`config.mk`:
```
export PLATFORM = sky130hd
export DESIGN_NAME = approx_add_err_sweep
export DESIGN_NICKNAME = d
export VERILOG_FILES = /design/src/rtl/approx_add_err_sweep.sv
export SDC_FILE = /design/constraint.sdc
export NUM_CORES = 1
export LEC_CHECK = 0
export ABC_AREA = 1
export CORE_ASPECT_RATIO = 2
export CORE_MARGIN = 4
export CORE_UTILIZATION = 55
export CTS_BUF_LIST = sky130_fd_sc_hd__clkbuf_16
export DETAILED_ROUTE_END_ITERATION = 16
export PLACE_DENSITY = 0.79
export SYNTH_ARGS = -nofsm -noshare
export SYNTH_HDL_FRONTEND = slang
export SYNTH_SLANG_ARGS = --single-unit
```
`constraint.sdc`:
```
create_clock -name clk -period 5.46 [get_ports clk]
set_input_delay 1.365 -clock clk [delete_from_list [all_inputs] [get_ports clk]]
set_output_delay 1.365 -clock clk [all_outputs]
set_load 0.01 [all_outputs]
```
`src/rtl/approx_add_err_sweep.sv`:
```
// rtl/approx_add_err_sweep.sv - exhaustive operand sweep and error statistics for an approximate adder
// Optional worst-case operand capture: APPROX_SWEEP_WORST_CAPTURE_EN
module approx_add_err_sweep #(
  parameter int W          = 16,
  parameter int SWEEP_BITS = 32
) (
  input  logic                    clk,
  input  logic                    rst_n,
  input  logic                    start,
  input  logic                    abort,
  output logic [W-1:0]            op_a,
  output logic [W-1:0]            op_b,
  input  logic [W:0]              sum_in,
  output logic                    busy,
  output logic                    done,
  output logic [SWEEP_BITS:0]     n_samples,
  output logic [SWEEP_BITS:0]     err_cnt,
  output logic [W+SWEEP_BITS:0]   err_sum,
  output logic [W:0]              max_err
`ifdef APPROX_SWEEP_WORST_CAPTURE_EN
  ,
  output logic [W-1:0]            worst_a,
  output logic [W-1:0]            worst_b
`endif
);

  localparam int H  = SWEEP_BITS / 2;
  localparam int NW = SWEEP_BITS + 1;
  localparam int SW = W + 1 + SWEEP_BITS;

  typedef enum logic [1:0] {IDLE, RUN, DRAIN, DONE} state_t;

  state_t                state, state_nx;
  logic [SWEEP_BITS-1:0] cnt, cnt_nx;
  logic [W:0]            exact, err_d, err_q;
  logic                  valid;
  logic                  start_ok;
`ifdef APPROX_SWEEP_WORST_CAPTURE_EN
  logic [W-1:0]          opa_q, opb_q;
`endif

  assign start_ok = start && (state == IDLE || state == DONE);
  assign busy     = (state == RUN) || (state == DRAIN);
  assign done     = (state == DONE);

  // Counter saturates at its maximum; the sweep ends there anyway.
  assign cnt_nx = (&cnt) ? cnt : cnt + SWEEP_BITS'(1);
  assign exact  = {1'b0, op_a} + {1'b0, op_b};
  // |sum_in - exact| without needing a wider signed intermediate.
  assign err_d  = (sum_in >= exact) ? (sum_in - exact) : (exact - sum_in);

  always_comb begin
    state_nx = state;
    case (state)
      IDLE:    if (start) state_nx = RUN;
      RUN:     if (abort || (&cnt)) state_nx = DRAIN;
      DRAIN:   state_nx = DONE;
      DONE:    if (start) state_nx = RUN;
      default: state_nx = IDLE;
    endcase
  end

  always_ff @(posedge clk or negedge rst_n) begin
    if (!rst_n) begin
      state     <= IDLE;
      cnt       <= '0;
      op_a      <= '0;
      op_b      <= '0;
      err_q     <= '0;
      valid     <= 1'b0;
      n_samples <= '0;
      err_cnt   <= '0;
      err_sum   <= '0;
      max_err   <= '0;
`ifdef APPROX_SWEEP_WORST_CAPTURE_EN
      opa_q     <= '0;
      opb_q     <= '0;
      worst_a   <= '0;
      worst_b   <= '0;
`endif
    end else begin
      state <= state_nx;
      valid <= (state == RUN);
      if (state == RUN) begin
        err_q <= err_d;
        cnt   <= cnt_nx;
        op_a  <= W'(cnt_nx[H-1:0]);
        op_b  <= W'(cnt_nx[SWEEP_BITS-1:H]);
`ifdef APPROX_SWEEP_WORST_CAPTURE_EN
        opa_q <= op_a;
        opb_q <= op_b;
`endif
      end
      // valid is never set in IDLE/DONE, so a clear cannot collide with an accumulate.
      if (start_ok) begin
        cnt       <= '0;
        op_a      <= '0;
        op_b      <= '0;
        n_samples <= '0;
        err_cnt   <= '0;
        err_sum   <= '0;
        max_err   <= '0;
`ifdef APPROX_SWEEP_WORST_CAPTURE_EN
        worst_a   <= '0;
        worst_b   <= '0;
`endif
      end else if (valid) begin
        n_samples <= n_samples + NW'(1);
        err_cnt   <= err_cnt + NW'(err_q != '0);
        err_sum   <= err_sum + SW'(err_q);
        if (err_q > max_err) begin
          max_err <= err_q;
`ifdef APPROX_SWEEP_WORST_CAPTURE_EN
          worst_a <= opa_q;
          worst_b <= opb_q;
`endif
        end
      end
    end
  end

endmodule

```
==> summary.txt <==
Place
  – Routability-driven placement congestion ratio: 0.987
  – IO Port Bufs: ~190
  – DP Wirelength: 39400 microns
  – Standard cell area after detailed placement: 17300 sq um

CTS
  – Number of gates given a new drive strength after cts: 0
  – Clock Sink Count: between 150 and 200
  – Later-pin clock latency in the skew report: 0.46 ns
  – Clock tree from TritonCTS: yes
  – TritonCTS Buffers: 17
  – Root buf cell: clkbuf_16
  – H-tree levels: 4
  – Register clock-pin slew on the reported worst setup and hold paths: approximately 0.08 ns
  – Deepest clock path buffer count: 2
  – Hold buffer count at CTS: 0
  – Post-CTS Repair Setup Buffers: 0

Routing
  – Met2 layer wire length in the routed design: 26900 microns
  – Routed wl met3: roughly 2500 microns
  – Number of search-and-repair iterations in the first detailed-routing pass: 7
  – Sum of routed wire length over all layers: 49900 microns
  – Wire length on met1: roughly 17000 microns
  – Highest metal layer used by the detailed router: met4
  – Iteration-0 DRC count of the detailed router: 990
  – Detail-routed net length per standard cell: 17.2 microns
  – Post-detailed-route DRC marker count: 0
  – Antenna violation net count after detailed routing: 0
  – Via density per instance: roughly 5.7
  – Total via count after detailed routing: around 16000

STA
  – Minimum clock period after layout: 3.99 ns
  – Count of endpoints failing setup in the final report: 0
  – Setup TNS: 0 ns
  – Final Slew Violations: 0
  – Fmax: ~250 MHz
  – Final Hold Fails: 0
  – Fraction of the cycle the final worst path needs: 0.730
  – Normalized max-slew margin: 0.234
  – Min Hold Slack: approximately 0.53 ns
  – Worst-margin pin slew: 1.15 ns
  – RSZ-0062 raised after global routing: false
  – Fin Clk Skew: approximately 0.016 ns

Setup path
  – Worst Setup EP: err_q[8]
  – R2R Path End: err_q[8]
  – Flop-to-flop setup slack: between 1 and 1.5 ns
  – Crit path capture type: flop
  – Type of the worst setup path: reg2reg
  – Arrival time reported for the critical path endpoint: around 4.3 ns
  – Kind of launch point of the worst setup path: flop
  – Worst path required time: ~5.8 ns
  – Worst-case reg-to-reg path depth: 19
  – Source of the critical timing path: op_b[0]
  – Crit path max fanout: 19
  – R2R Path Start: op_b[0]

Yosys
  – Fraction of registers with async set or reset after synthesis: 1.00
  – Sequential area share after synthesis: 0.304
  – Most common flop cell mapped by yosys: dfrtp_1
  – Number of cells produced by synthesis: between 2000 and 2500
  – #FFs+latches synth: about 180
  – Warnings from Yosys: 0
  – Syn avg cell area: about 6.4 sq um
  – Distinct cell type count of the synthesized netlist: 50
  – Count of flip-flops with a built-in enable after synthesis: 0
  – Netlist Area Pre-Place: about 15000 sq um
  – Synth Net Count: 2488

Global routing
  – Total global routing overflow: 0
  – Antenna violations before repair: 0
  – Maximum number of pins on one net before global-route repair: 93
  – Wire length of the first global-routing pass: between 70000 and 80000 microns
  – Global Route Usage Sum: 0.320
  – Vias in the first global route: 15900

Finish
  – Antenna diode count: 0
  – Post-route cell area: 17800 sq um
  – Total number of nets in the final design: between 2000 and 3000
  – Layout cell share with drive strength beyond 1: 0.0357
  – Area Overhead vs Synth: 17.7%

Pwr
  – Total power consumption of the routed design: about 6.1 mW
  – Leakage Power: a little under 9 nW
  – Pwr/cell area: about 340 nW/um^2
  – Peak ir drop on the vdd network: approximately 0.00027 V

Worst hold path
  – Hold Crit Class: reg2reg

Die
  – Initial standard-cell utilization of the core: 0.560
  – Die area: 30400 sq um
  – Io pins: 187
  – Die Span Y: between 200 and 250 microns
  – Core box area: between 20000 and 30000 sq um
  – Horizontal die dimension: ~130 microns
  – Site Rows: 85

Job
  – Max-capacitance violation count: 0

Run status
  – Result of the run: complete, no violations
area by class of cell:
cell class | count | area, sq um
Timing Repair Buffer | 194 | 1940
Sequential cell | 184 | 4610
Multi-Input combinational cell | 1794 | 9000
Inverter | 343 | 1290
Clock buffer | 17 | 425
Fill cell | 2602 | 9190
Clock inverter | 15 | 129
Tap cell | 348 | 435
per-layer routing:
layer,up-vias,track usage
met3,216,0.0449
met2,667,0.610
met1,7587,0.312
li1,7968,-
met5,-,0
met4,0,0.216
synthesized netlist by cell type (6+ instances only):
master | n | area [sq um]
xor2_1 | 33 | 289
nor2_2 | 7 | 43.8
dfrtp_1 | 184 | 4600
clkbuf_1 | 15 | 56.3
nor3_2 | 6 | 60.1
o21ai_1 | 18 | 90.1
a21o_1 | 7 | 52.6
a21oi_1 | 113 | 566
nand2_2 | 8 | 50.1
nand4_1 | 86 | 538
nand3_1 | 210 | 1050
or2_2 | 9 | 56.3
buf_2 | 14 | 70.1
inv_1 | 329 | 1230
xnor2_1 | 7 | 61.3
ha_1 | 90 | 1130
nor2_1 | 221 | 830
o21a_1 | 7 | 52.6
nor4_1 | 13 | 81.3
nor3_1 | 58 | 290
nand3b_1 | 6 | 45.0
buf_1 | 13 | 48.8
nand2_1 | 773 | 2900
o21ai_0 | 76 | 380
inv_2 | 12 | 45.0
sequential cells by signal (all words and copies together) (netlist names):
register and cells:
valid 1, op_b 16, err_cnt 33, err_sum 49
n_samples 33, err_q 17, cnt 1, op_a 15
max_err 17, state 2
worst min-delay path by stage:
stage | startpoint | to | slack (ns) | cells past startpoint
2_1_floorplan | state[1] | state[1] | 0.48 | 2
6_report | state[1] | state[1] | 0.53 | 2
4_1_cts | state[1] | state[1] | 0.53 | 2
5_1_grt | err_sum[2] | err_sum[2] | 0.55 | 1
3_5_place_dp | state[1] | state[1] | 0.52 | 2
3_3_place_gp | state[1] | state[1] | 0.50 | 2
where the power goes:
| group | total [mW] | switching, mW | internal [mW] |
|---|---|---|---|
| Clock | 1.21 | 0.581 | 0.630 |
| Combinational | 3.00 | 1.99 | 1.01 |
| Sequential | 1.93 | 0.350 | 1.58 |
| Total | 6.14 | 2.92 | 3.22 |
layout by cell type, fill, tap and decap left out, drive strengths merged, types with 8 or more instances in the layout:
cell type,Yosys,layout
nand2,782,782
inv,342,348
nor2,232,232
nand3,211,211
clkdlybuf4s50,0,185
dfrtp,184,184
a21oi,113,113
o21ai,94,94
ha,90,90
nand4,86,86
nor3,65,65
xor2,33,33
clkbuf,17,18
nor4,13,13
or2,10,10
clkinv,1,9
buf,35,8
critical path, stage by stage, from the launching register on:
cell and delay (ns):
dfrtp_1 0.47, ha_1 0.26, fa_1 0.45, nand2_1 0.09, nand3_1 0.06, o21ai_0 0.17, o21ai_0 0.22, nand4_1 0.17
nand2_1 0.08, a21boi_0 0.34, ha_1 0.37, a21o_1 0.18, nor2_1 0.10, nand2_1 0.05, nor2_1 0.22, nand2_4 0.21
inv_4 0.21, nand2_1 0.07, nand3_1 0.09, nand2_1 0.05
through the flow:
stage | instances | setup slack, ns | utilization
after floorplan | 2373 | 2.20 | -
after global placement | 2863 | 1.58 | 0.639
after detailed placement | 2863 | 1.46 | 0.639
after CTS | 2895 | 1.44 | 0.660
after global routing | 2895 | 1.09 | 0.660
final | 2895 | 1.47 | 0.660
logic make-up after synthesis:
kind of cell,share of synthesized area
xor gates and xnor gates,0.0231
buffers and inverters,0.102
adders and majority gates,0.0797
DFF,0.304
AOI/OAI and AO/OA,0.0867
and+or+nand+nor,0.404
Power figures use the tool's default switching activity.
==> RTL edit (same flow settings) <==
Register the inputs `start`, `abort` and `sum_in` before use. The logic sees them one clock later.
--- a/src/rtl/approx_add_err_sweep.sv
+++ b/src/rtl/approx_add_err_sweep.sv
@@ -30,6 +30,16 @@
 
   typedef enum logic [1:0] {IDLE, RUN, DRAIN, DONE} state_t;
 
+  logic start_q;
+  logic abort_q;
+  logic [W:0] sum_q;
+
+  always_ff @(posedge clk) begin
+    start_q <= start;
+    abort_q <= abort;
+    sum_q   <= sum_in;
+  end
+
   state_t                state, state_nx;
   logic [SWEEP_BITS-1:0] cnt, cnt_nx;
   logic [W:0]            exact, err_d, err_q;
@@ -39,7 +49,7 @@
   logic [W-1:0]          opa_q, opb_q;
 `endif
 
-  assign start_ok = start && (state == IDLE || state == DONE);
+  assign start_ok = start_q && (state == IDLE || state == DONE);
   assign busy     = (state == RUN) || (state == DRAIN);
   assign done     = (state == DONE);
 
@@ -47,15 +57,15 @@
   assign cnt_nx = (&cnt) ? cnt : cnt + SWEEP_BITS'(1);
   assign exact  = {1'b0, op_a} + {1'b0, op_b};
   // |sum_in - exact| without needing a wider signed intermediate.
-  assign err_d  = (sum_in >= exact) ? (sum_in - exact) : (exact - sum_in);
+  assign err_d  = (sum_q >= exact) ? (sum_q - exact) : (exact - sum_q);
 
   always_comb begin
     state_nx = state;
     case (state)
-      IDLE:    if (start) state_nx = RUN;
-      RUN:     if (abort || (&cnt)) state_nx = DRAIN;
+      IDLE:    if (start_q) state_nx = RUN;
+      RUN:     if (abort_q || (&cnt)) state_nx = DRAIN;
       DRAIN:   state_nx = DONE;
-      DONE:    if (start) state_nx = RUN;
+      DONE:    if (start_q) state_nx = RUN;
       default: state_nx = IDLE;
     endcase
   end
Formal check against the unedited RTL: not equivalent (Yosys sat finds a counterexample within 4 cycles, from zero or initial values and one cycle with rst_n low).
==> RTL edit against the original RTL <==
- routed wire length is 6.7% higher
- global-route usage is 2.1 points higher
- worst setup slack worse by 260 ps
- total power is 1.3% lower
- synthesized cell count is 1.4% higher
- fmax is 6.2% lower
- largest cell class unchanged
- sequential cell count is 19 higher
- cell area is 2.2% higher
- synthesized area is 1.5% higher
- combinational power is 11% lower
==> RTL edit: results (changes against the original RTL) <==
Synth
  • Async S/R FF share, synth: 0.906 (-0.0936)
  • Synth cell count leaders: nand2_1 (784), inv_1 (357), nor2_1 (236), nand3_1 (209), dfrtp_1 (184)
  • Sequential element share of the synthesized area: 0.324 (+0.0202)
  • Mean Syn Cell Area: 6.38 um2 (about the same)
  • Largest cells by area after synthesis: dfrtp_1 (30%), nand2_1 (19%), inv_1 (8.7%)
  • Total nets after synthesis: 2522 (+1.4%)
  • Yosys cell types: 45 (-10%)

Final layout
  • Layout filler cell count: 2586 (-0.61%)
  • Nets: 2691 (+1.6%)
  • Post-Layout Cell Count: 2943 (+1.7%)
  • Util after Layout: 0.661 (+0.00168)
  • Layout cells sized above 1: 0.0239 (-0.0118)
  • Antenna cells: 0 (unchanged)

GRT
  • Initial antenna violation count: 0 (unchanged)
  • Met2 usage: 0.651 (+0.0412)
  • Global-route wire length before repair: 84.6 mm (+7.2%)
  • Largest net degree at the start of global routing: 97 (+4.3%)
  • GRT Overall Usage: 0.341 (+0.0210)
  • GRT met3 Usage: 0.0341 (-0.0108)
  • Met1 usage: 0.325 (+0.0133)

Timing
  • Final clock skew: 11.4 ps (-4.72 ps)
  • Relative slew slack: 0.399 (+0.165)
  • Part of the cycle the worst path needs: 0.779 (+0.0482)
  • Final hold slack: 531 ps (+0.308 ps)

Clock network
  • CTS H-tree lvls: 1 (-3)
  • Number of CTS-inserted buffers: 21 (+4)
  • Worst-Skew Late Latency: 530 ps (+70 ps)
  • Clk buf depth: 3 (+1)

Worst setup path
  • Worst R2R Path Depth: 20 (+1)
  • Crit path from: op_a[0]
  • Worst Path Max Fanout: 19 (unchanged)
  • Crit path DAT: 4670 ps (+340 ps)
  • CP peak stage delay: 450 ps (-20 ps)

Outcome
  • Outcome: completed

Routing
  • Iter 0 DRT Violations: 973 (-1.7%)
  • Vias per inst: 5.65 (-0.55%)
  • Drt first pass iters: 5 (-2)
  • Met1 WL: 17.4 mm (+3.2%)
  • Met3 Routed Length: 2.19 mm (-13%)
  • Routed wire per std cell: 18.1 um (+5.0%)
  • Met2 WL: 28.9 mm (+7.4%)

Power
  • P_int: 3.34 mW (+3.6%)
  • Max rail drop VDD: 339 uV (+25%)
  • Lkg Pwr: 9.05 nW (+2.9%)

Place
  • Dpl cell area: 0.0176 mm2 (+1.7%)
  • Setup slack at placement: 1270 ps (-188 ps)
  • Placer Congestion: 1.04 (+5.5%)
  • Detailed Place HPWL: 41.9 mm (+6.5%)
RTL edit: power by group through the flow:
stage / logic, mW / registers, mW / clock network (mW)
3_5_place_dp: 2.62 / 1.98 / 0
6_report: 2.66 / 1.96 / 1.44
5_1_grt: 2.98 / 1.98 / 1.51
3_3_place_gp: 2.56 / 1.97 / 0
2_1_floorplan: 1.74 / 1.91 / 0
4_1_cts: 2.64 / 1.95 / 1.45
RTL edit: cell families after synthesis:
| family | after synthesis | synth area share |
|---|---|---|
| AOI/OAI and AO/OA | 240 | 0.0843 |
| buffers and inverters | 414 | 0.102 |
| and+or+nand+nor | 1420 | 0.390 |
| xor gates and xnor gates | 36 | 0.0205 |
| DFF | 203 | 0.324 |
| adders and majority gates | 94 | 0.0785 |
RTL edit: layout make-up:
type,instances,share of cell area
clock inverter,17,0.00728
inverter,366,0.0754
sequential,203,0.274
multi-input combinational,1790,0.484
timing repair buffer,194,0.106
clock buffer,21,0.0288
tap,352,0.0242
